===== src/rtl/alu_issue_queue_pkg.sv =====
// Shared widths, entry layout and readiness helper for the ALU issue queue.
// Entry fields are sized from these constants; the top's width parameters must keep their defaults.
package alu_issue_queue_pkg;

  localparam int PREG_RANGE     = 6;
  localparam int ROB_RANGE      = 7;
  localparam int PC_RANGE       = 48;
  localparam int DATA_RANGE     = 64;
  localparam int SRC_RANGE      = 2;
  localparam int ALU_TYPE_RANGE = 11;

  // Bit position of ADD within the one-hot alu_type vector.
  localparam int ALU_ADD = 0;

  typedef struct packed {
    logic                      valid;
    logic                      src1_rdy;
    logic                      src2_rdy;
    logic [PREG_RANGE-1:0]     prs1;
    logic [PREG_RANGE-1:0]     prs2;
    logic [PREG_RANGE-1:0]     prd;
    logic [ROB_RANGE-1:0]      robidx;
    logic [PC_RANGE-1:0]       pc;
    logic [DATA_RANGE-1:0]     imm;
    logic [ALU_TYPE_RANGE-1:0] alu_type;
    logic                      is_word;
    logic                      is_unsigned;
    logic                      is_imm;
  } alu_iq_entry_t;

  // Preg 0 is the hardwired zero register and never waits on a producer.
  function automatic logic src_ready(input logic flag,
                                     input logic [PREG_RANGE-1:0] prs,
                                     input logic hit);
    return flag | (prs == '0) | hit;
  endfunction

endpackage


===== src/rtl/alu_iq_wakeup.sv =====
// Matches one source preg against every writeback wakeup port.
module alu_iq_wakeup #(
  parameter int NUM_WB = 2,
  parameter int PREG_W = 6
) (
  input  logic [PREG_W-1:0]        prs,
  input  logic [NUM_WB-1:0]        wb_valid,
  input  logic [NUM_WB*PREG_W-1:0] wb_prd,
  output logic                     hit
);

  always_comb begin
    hit = 1'b0;
    for (int i = 0; i < NUM_WB; i++) begin
      if (wb_valid[i] && (wb_prd[i*PREG_W +: PREG_W] == prs)) hit = 1'b1;
    end
  end

endmodule


===== src/rtl/alu_issue_queue.sv =====
// Compacting age-ordered issue queue for the integer ALU pipe.
// Entry 0 is the oldest; the oldest ready entry issues and younger entries shift down.
module alu_issue_queue
  import alu_issue_queue_pkg::*;
#(
  parameter int DEPTH      = 8,
  parameter int PREG_W     = PREG_RANGE,
  parameter int ROB_W      = ROB_RANGE,
  parameter int NUM_WB     = 2,
  parameter int PC_W       = PC_RANGE,
  parameter int DATA_W     = DATA_RANGE,
  parameter int ALU_TYPE_W = ALU_TYPE_RANGE
) (
  input  logic                       clock,
  input  logic                       reset_n,
  input  logic                       enq_valid,
  output logic                       enq_ready,
  input  logic [PREG_W-1:0]          enq_prs1,
  input  logic [PREG_W-1:0]          enq_prs2,
  input  logic                       enq_src1_rdy,
  input  logic                       enq_src2_rdy,
  input  logic [PREG_W-1:0]          enq_prd,
  input  logic [ROB_W-1:0]           enq_robidx,
  input  logic [PC_W-1:0]            enq_pc,
  input  logic [DATA_W-1:0]          enq_imm,
  input  logic [ALU_TYPE_W-1:0]      enq_alu_type,
  input  logic                       enq_is_word,
  input  logic                       enq_is_unsigned,
  input  logic                       enq_is_imm,
  input  logic [NUM_WB-1:0]          wb_valid,
  input  logic [NUM_WB*PREG_W-1:0]   wb_prd,
  input  logic                       flush_valid,
  output logic                       iss_valid,
  input  logic                       iss_ready,
  output logic [PREG_W-1:0]          iss_prs1,
  output logic [PREG_W-1:0]          iss_prs2,
  output logic [PREG_W-1:0]          iss_prd,
  output logic [ROB_W-1:0]           iss_robidx,
  output logic [PC_W-1:0]            iss_pc,
  output logic [DATA_W-1:0]          iss_imm,
  output logic [ALU_TYPE_W-1:0]      iss_alu_type,
  output logic                       iss_is_word,
  output logic                       iss_is_unsigned,
  output logic                       iss_is_imm,
  output logic [$clog2(DEPTH):0]     count
);

  localparam int IDX_W = $clog2(DEPTH);
  localparam int CNT_W = IDX_W + 1;

  alu_iq_entry_t    entry_reg  [DEPTH];
  alu_iq_entry_t    entry_next [DEPTH];
  alu_iq_entry_t    woke       [DEPTH+1];
  alu_iq_entry_t    enq_entry;
  logic [CNT_W-1:0] count_reg, count_next, enq_slot;
  logic [DEPTH-1:0] wake1, wake2, ready_vec;
  logic             enq_wake1, enq_wake2;
  logic             sel_found, iss_fire, enq_fire;
  logic [IDX_W-1:0] sel_idx;

  generate
    for (genvar gi = 0; gi < DEPTH; gi++) begin : g_entry
      alu_iq_wakeup #(.NUM_WB(NUM_WB), .PREG_W(PREG_W)) u_wake1 (
        .prs(entry_reg[gi].prs1), .wb_valid(wb_valid), .wb_prd(wb_prd), .hit(wake1[gi])
      );
      alu_iq_wakeup #(.NUM_WB(NUM_WB), .PREG_W(PREG_W)) u_wake2 (
        .prs(entry_reg[gi].prs2), .wb_valid(wb_valid), .wb_prd(wb_prd), .hit(wake2[gi])
      );
      // Select looks only at registered ready bits, so a wakeup issues one cycle later.
      assign ready_vec[gi] = entry_reg[gi].valid & entry_reg[gi].src1_rdy & entry_reg[gi].src2_rdy;
    end
  endgenerate

  alu_iq_wakeup #(.NUM_WB(NUM_WB), .PREG_W(PREG_W)) u_enq_wake1 (
    .prs(enq_prs1), .wb_valid(wb_valid), .wb_prd(wb_prd), .hit(enq_wake1)
  );
  alu_iq_wakeup #(.NUM_WB(NUM_WB), .PREG_W(PREG_W)) u_enq_wake2 (
    .prs(enq_prs2), .wb_valid(wb_valid), .wb_prd(wb_prd), .hit(enq_wake2)
  );

  always_comb begin
    sel_found = 1'b0;
    sel_idx   = '0;
    for (int i = DEPTH - 1; i >= 0; i--) begin
      if (ready_vec[i]) begin
        sel_found = 1'b1;
        sel_idx   = IDX_W'(i);
      end
    end
  end

  assign enq_ready = (count_reg < CNT_W'(DEPTH)) & ~flush_valid;
  assign iss_valid = sel_found & ~flush_valid;
  assign iss_fire  = iss_valid & iss_ready;
  assign enq_fire  = enq_valid & enq_ready;
  assign enq_slot  = count_reg - CNT_W'(iss_fire);
  assign count_next = count_reg + CNT_W'(enq_fire) - CNT_W'(iss_fire);
  assign count     = count_reg;

  assign iss_prs1        = entry_reg[sel_idx].prs1;
  assign iss_prs2        = entry_reg[sel_idx].prs2;
  assign iss_prd         = entry_reg[sel_idx].prd;
  assign iss_robidx      = entry_reg[sel_idx].robidx;
  assign iss_pc          = entry_reg[sel_idx].pc;
  assign iss_imm         = entry_reg[sel_idx].imm;
  assign iss_alu_type    = entry_reg[sel_idx].alu_type;
  assign iss_is_word     = entry_reg[sel_idx].is_word;
  assign iss_is_unsigned = entry_reg[sel_idx].is_unsigned;
  assign iss_is_imm      = entry_reg[sel_idx].is_imm;

  always_comb begin
    enq_entry             = '0;
    enq_entry.valid       = 1'b1;
    enq_entry.src1_rdy    = src_ready(enq_src1_rdy, enq_prs1, enq_wake1);
    enq_entry.src2_rdy    = src_ready(enq_src2_rdy, enq_prs2, enq_wake2);
    enq_entry.prs1        = enq_prs1;
    enq_entry.prs2        = enq_prs2;
    enq_entry.prd         = enq_prd;
    enq_entry.robidx      = enq_robidx;
    enq_entry.pc          = enq_pc;
    enq_entry.imm         = enq_imm;
    enq_entry.alu_type    = enq_alu_type;
    enq_entry.is_word     = enq_is_word;
    enq_entry.is_unsigned = enq_is_unsigned;
    enq_entry.is_imm      = enq_is_imm;
  end

  // Wake first, then compact: the slot above the top always reads as empty.
  always_comb begin
    for (int i = 0; i < DEPTH; i++) begin
      woke[i]          = entry_reg[i];
      woke[i].src1_rdy = entry_reg[i].src1_rdy | wake1[i];
      woke[i].src2_rdy = entry_reg[i].src2_rdy | wake2[i];
    end
    woke[DEPTH] = '0;
    for (int i = 0; i < DEPTH; i++) begin
      if (iss_fire && (IDX_W'(i) >= sel_idx)) entry_next[i] = woke[i+1];
      else                                     entry_next[i] = woke[i];
      if (enq_fire && (CNT_W'(i) == enq_slot)) entry_next[i] = enq_entry;
    end
  end

  always_ff @(posedge clock) begin
    if (!reset_n || flush_valid) begin
      count_reg <= '0;
      for (int i = 0; i < DEPTH; i++) entry_reg[i].valid <= 1'b0;
    end else begin
      count_reg <= count_next;
      for (int i = 0; i < DEPTH; i++) entry_reg[i] <= entry_next[i];
    end
  end

endmodule


===== config.mk =====
export PLATFORM = sky130hd
export DESIGN_NAME = alu_issue_queue
export DESIGN_NICKNAME = d
export VERILOG_FILES = /design/src/rtl/alu_issue_queue_pkg.sv /design/src/rtl/alu_iq_wakeup.sv /design/src/rtl/alu_issue_queue.sv
export SDC_FILE = /design/constraint.sdc
export NUM_CORES = 2
export LEC_CHECK = 0
export CAP_MARGIN = 20
export CORE_MARGIN = 1.5
export CORE_UTILIZATION = 55
export DETAILED_ROUTE_END_ITERATION = 12
export PLACE_DENSITY = 0.71
export SYNTH_ARGS = -nofsm -noshare
export SYNTH_HDL_FRONTEND = slang
export SYNTH_SLANG_ARGS = --single-unit

===== constraint.sdc =====
create_clock -name clock -period 28.5 [get_ports clock]
set_input_delay 5.7 -clock clock [delete_from_list [all_inputs] [get_ports clock]]
set_output_delay 5.7 -clock clock [all_outputs]
set_load 0.03 [all_outputs]

======== Word-level counts from Yosys, hierarchy flattened ========
Memories as Yosys holds them, arrays and structs flattened.
Index checks and enable logic that the tools add are counted.
storage, ports and cells
  input bits .............................. 172
  memories ................................ 1
  register bits ........................... 4
  RAM bits ................................ 1232
cells by class
  add/subtract/negate cells ............... 3
  bitwise gates (word level) .............. 49
  mux-type cells .......................... 79
  reduce and logical (&&, ||, !) cells .... 57
  equality and inequality tests ........... 43
  magnitude comparators ................... 9
memory list
  name       depth  width  rd ports  clocked after Yosys merged registers in  write ports  RTL line               source
  entry_reg  8      154    9         0                                        8            alu_issue_queue.sv:51  alu_iq_entry_t entry_reg [DEPTH];
operators with widths
  kind                                                 count
  2-to-1 mux 154 bit                                   16
  == test 6 bit                                        36
  2-to-1 mux 1 bit                                     55
  logical AND 1 bit                                    52
  bitwise OR 1 bit                                     28
  2-to-1 mux 3 bit                                     8
  AND 1 bit                                            20
  == test 3 x 4 -> 1 bit (first input constant)        4
  >= comparator 3 bit (first input constant)           4
  logical NOT 6 bit                                    2
  == test 2 x 4 -> 1 bit (first input constant)        2
  subtractor 4 x 1 -> 4 bit                            2
  >= comparator 1 x 3 -> 1 bit (first input constant)  2
  >= comparator 2 x 3 -> 1 bit (first input constant)  2
  adder 4 x 1 -> 4 bit                                 1
  == test 1 x 4 -> 1 bit (first input constant)        1
  logical NOT 4 bit                                    1
  less-than comparator 4 bit (second input constant)   1
  logical NOT 1 bit                                    1
  logical OR 1 bit                                     1
  inverter 1 bit                                       1

======== Longest topological paths before layout ========
An unclocked memory read counts as a cell.
  depth after elaboration ................. 18
  gate-level depth with buffers ........... 14
  gate-level depth less buffers ........... 11

======== By module ========
Synthesis repeated with hierarchy kept, for this count alone.
second synthesis, totals
  cell total of the unflattened synthesis .. 6100
  area, all modules ....................... 65574.1 um^2
by module, submodules not included
  module           area an instance (um^2)  seq. area each (um^2)  times used  cells an instance
  alu_issue_queue  63164.3                  36995.5                1           5794
  alu_iq_wakeup    133.9                    0.0                    18          17

======== Worst setup path after synthesis ========
Ideal clock, no wire load.
  path kind ............................... input port to flip-flop
  start point ............................. input port iss_ready
  end point ............................... memory entry_reg[5][0] in the netlist's numbering, enable pin
  path slack .............................. 13.553 ns
  path buffers ............................ 0
  stages .................................. 8
  data arrival time ....................... 14.235 ns
  setup time .............................. 0.712 ns
  required time ........................... 27.788 ns
  cells stage by stage .................... nor2b_1 > o41ai_4 > inv_1 > ha_1 > ha_1 > xor2_1 > nand3_1 > a21oi_1
RTL lines
  element             RTL line               source
  start: declaration  alu_issue_queue.sv:34  input logic iss_ready,
  end: declaration    alu_issue_queue.sv:51

======== Worst setup path in the final report ========
  start point ............................. input port flush_valid
  end point ............................... output port enq_ready
on the way
  word-level cells in the longest chain between the ends .. 2
RTL lines
  element             RTL line               source
  start: declaration  alu_issue_queue.sv:32  input logic flush_valid,
  inverter 1 bit      alu_issue_queue.sv:92  assign enq_ready = (count_reg < CNT_W'(DEPTH)) & ~flush_valid;
  AND 1 bit           alu_issue_queue.sv:92
  end: declaration    alu_issue_queue.sv:17  output logic enq_ready,
Every way passes these cells.

==> results.yml <==
timing:
  rsz0062_at_grt: "false"
  fin_ws_ps: 15740
  period_needed_ps: 12760
  hold_viol: 0
  tightest_slew_ps: 1250
  max_freq_ghz: 0.0784
  drv_slew: 0
  period_share_pct: 44.8
  final.setup.tns_ps: 0
  slew-limit-headroom_pct: 16.4
  skew_ps: 32.7
  setup_viol: 0
global_route:
  antenna_found_initial: 32
  grt_pass1_vias: 51500
  grt_pass1_wl_um: 323000
  grt_max_degree: 190
  grt_overflow_total: 0
  grt_usage_pct: 35.3
critical_path:
  r2r_end: "entry_reg[6][67]$_DFFE_PP_"
  crit_required_ps: 22800
  crit_path_start_kind: "input pin"
  timing.rr.start: "entry_reg[2][152]$_DFFE_PP_"
  cp_slowest_cell: "clkdlybuf4s50_1"
  ff2ff_setup_slack_ps: 21480
  r2r.worst_path.cells: 14
  timing.critical_path.max_delay_family: "buffers and inverters"
  critical_path_class: "input pin to output pin"
  worst_ep_arrival_time_ps: 7060
  crit_path_frequent_cell: "clkdlybuf4s50_1"
  end_kind: "output pin"
  cp_max_fo: 6
  critPathMaxStageDelay_ps: 690
  worst-path-buf-inv: 2
  crit_chain: "clkdlybuf4s50_1 > nor2_1 > clkdlybuf4s50_1"
flow_run:
  maxCapViolCount: 0
cts:
  cts_root_buffer: "clkbuf_16"
  h-tree-depth: 4
  cts_num_sinks: 1236
  cts_setup_buffers: 0
  cts_buffers: 137
  ctsResizeCount: 0
  cts.hold.buffers_added: 0
  clkSlewWorstSetupHoldPaths_ps: 60
  cts_tree: "yes"
  worstSkewPairLatency_ps: 760
  cts_buffer_depth: 3
final_layout:
  layout.cells.non_filler: 7858
  final_layout_size_suffix_gt1_share_pct: 5.06
  design_area_sq_um: 72800
  multiInputGateArea_sq_um: 25100
  nNetsFinal: 6379
  area_growth_pct: 11.4
  largest_reg_flops: 1232
  final_cell_mix: "nand2_1 (1,826), edfxtp_1 (1,224), o21ai_0 (490)"
  regArea_sq_um: 37000
  layout_commonest_cell: "nand2_1"
  fill_cells: 9537
detailed_routing:
  drt-initial-drc-count: 7558
  detail-route-antenna-nets: 0
  vias_per_cell: 6.76
  avgRoutedWirePerCell_um: 27.8
  drt-total-wl_um: 219000
  first_pass_iters: 8
  num_vias: 53200
  drc_errors: 0
synthesis:
  ys_seq_area_share_pct: 56.7
  avgSynthCellArea_sq_um: 10.2
  synth.distinct_cells: 52
  synth_area_sq_um: 65300
  yosys_warnings: 0
  async_reset_ff_share_pct: 0
  postSynthCellCount: 6380
  synth_edf_count: 1224
  ys_seq_elements: 1236
  synth_nets: 6561
  synth-main-ff-cell: "edfxtp_1"
worst_hold_path:
  hp-start: "entry_reg[6][153]$_SDFFE_PN0P_"
  holdPathEnd: "entry_reg[5][153]$_SDFFE_PN0P_"
  holdPathStages: 2
  holdCritPathClass: "flip-flop to flip-flop"
floorplanning:
  die-height_um: 348
  dieWidth_um: 348
  num_rows: 126
  start_util_pct: 55.4
  io_pins: 329
  dieArea_sq_um: 121000
  core_sq_um: 118000
power_and_ir_drop:
  p_clk_share_pct: 45.5
  vdd_drop_max_v: 0.0000577
  p_switching_mw: 0.857
  combPwrFrac_pct: 4.0
  cellPowerDensity_nw_per_um2: 54.1
  p_int_mw: 3.08
  swShare_pct: 21.8
  leakage_nw: 22.6
  power.share.sequential_pct: 50.4
place:
  place_ws_ps: 15750
  globalplace.congestion: 0.873
  dp_hpwl_um: 107000
  port_buffers: 328
  post_dp_cell_area_sq_um: 68200
  dp_cells: 7594
outcome:
  status: "complete, no violations"
## synth_stat cells, types with 39 or more instances
master    count  share of area [%]
nand3_1     161                1.2
buf_1        45               0.26
buf_2       226                1.7
xor2_1      109                1.5
o21ai_0     490                3.8
o21ai_1     271                2.1
xnor2_1     111                1.5
a221oi_1    302                4.1
nand2_1    1827                 11
edfxtp_1   1224                 56
clkbuf_1    396                2.3
buf_4        43               0.49
and2_1      156                1.5
a22o_1      453                6.1
nor4_1       39               0.37
mux2i_1     159                2.4
o22ai_1     153                1.5
## final cells by class
class                      instances  share of cell area [%]
antenna                           12                  0.0413
clock buffer                     174                    5.12
clock inverter                    77                    1.00
inverter                           9                  0.0464
multi-input combinational       4402                    34.6
sequential                      1236                    50.8
tap                             1536                    2.64
timing repair buffer             412                    5.73
## kinds of logic after synthesis
kind of cell / after synthesis / synth area share [%]
muxes: 164 / 2.52
and+or+nand+nor: 2300 / 14.6
buffers and inverters: 742 / 5.16
DFF: 1236 / 56.7
AOI/OAI and AO/OA: 1709 / 17.9
xor gates and xnor gates: 220 / 2.95
adders and majority gates: 9 / 0.184
## tightest hold or removal path: cells and delay by family (launching register included)
kind / cells / cell delay, ps
flops: 1 / 320
compound gates: 1 / 70
simple gates: 1 / 60
## stage by stage
stage / power (mW) / util, % / hold WS [ps]
3_5_place_dp: 2.18 / 57.9 / 490
3_3_place_gp: 2.18 / 57.9 / 472
5_1_grt: 4.02 / 61.7 / 519
4_1_cts: 3.94 / 61.6 / 498
2_1_floorplan: 2.12 / - / 459
6_report: 3.94 / 61.7 / 499
## how the worst max path moves through the flow
stage | startpoint | endpoint | slack, ps | cells after the start
2_1_floorplan | iss_ready | entry_reg[5][0]$_DFFE_PP_ | 13550 | 8
4_1_cts | flush_valid | enq_ready | 15740 | 3
5_1_grt | flush_valid | enq_ready | 15690 | 3
3_3_place_gp | flush_valid | enq_ready | 15730 | 3
3_5_place_dp | flush_valid | enq_ready | 15750 | 3
6_report | flush_valid | enq_ready | 15740 | 3
## power by group through the flow
stage / clock network [mW] / logic, mW / registers [mW]
floorplan: 0 / 0.0929 / 2.02
global placement: 0 / 0.153 / 2.02
detailed placement: 0 / 0.155 / 2.02
CTS: 1.80 / 0.156 / 1.99
global route: 1.87 / 0.169 / 1.99
finish: 1.79 / 0.159 / 1.99
## metal layers
| metal | track usage (%) | up-vias | wire length, um |
|---|---|---|---|
| met3 | 8.59 | 605 | 29100 |
| li1 | - | 22900 | - |
| met5 | 0.0800 | - | 247 |
| met1 | 47.4 | 25500 | 80900 |
| met2 | 55.4 | 4076 | 100000 |
| met4 | 13.7 | 40 | 8220 |
(Power assumes the default switching activity.)
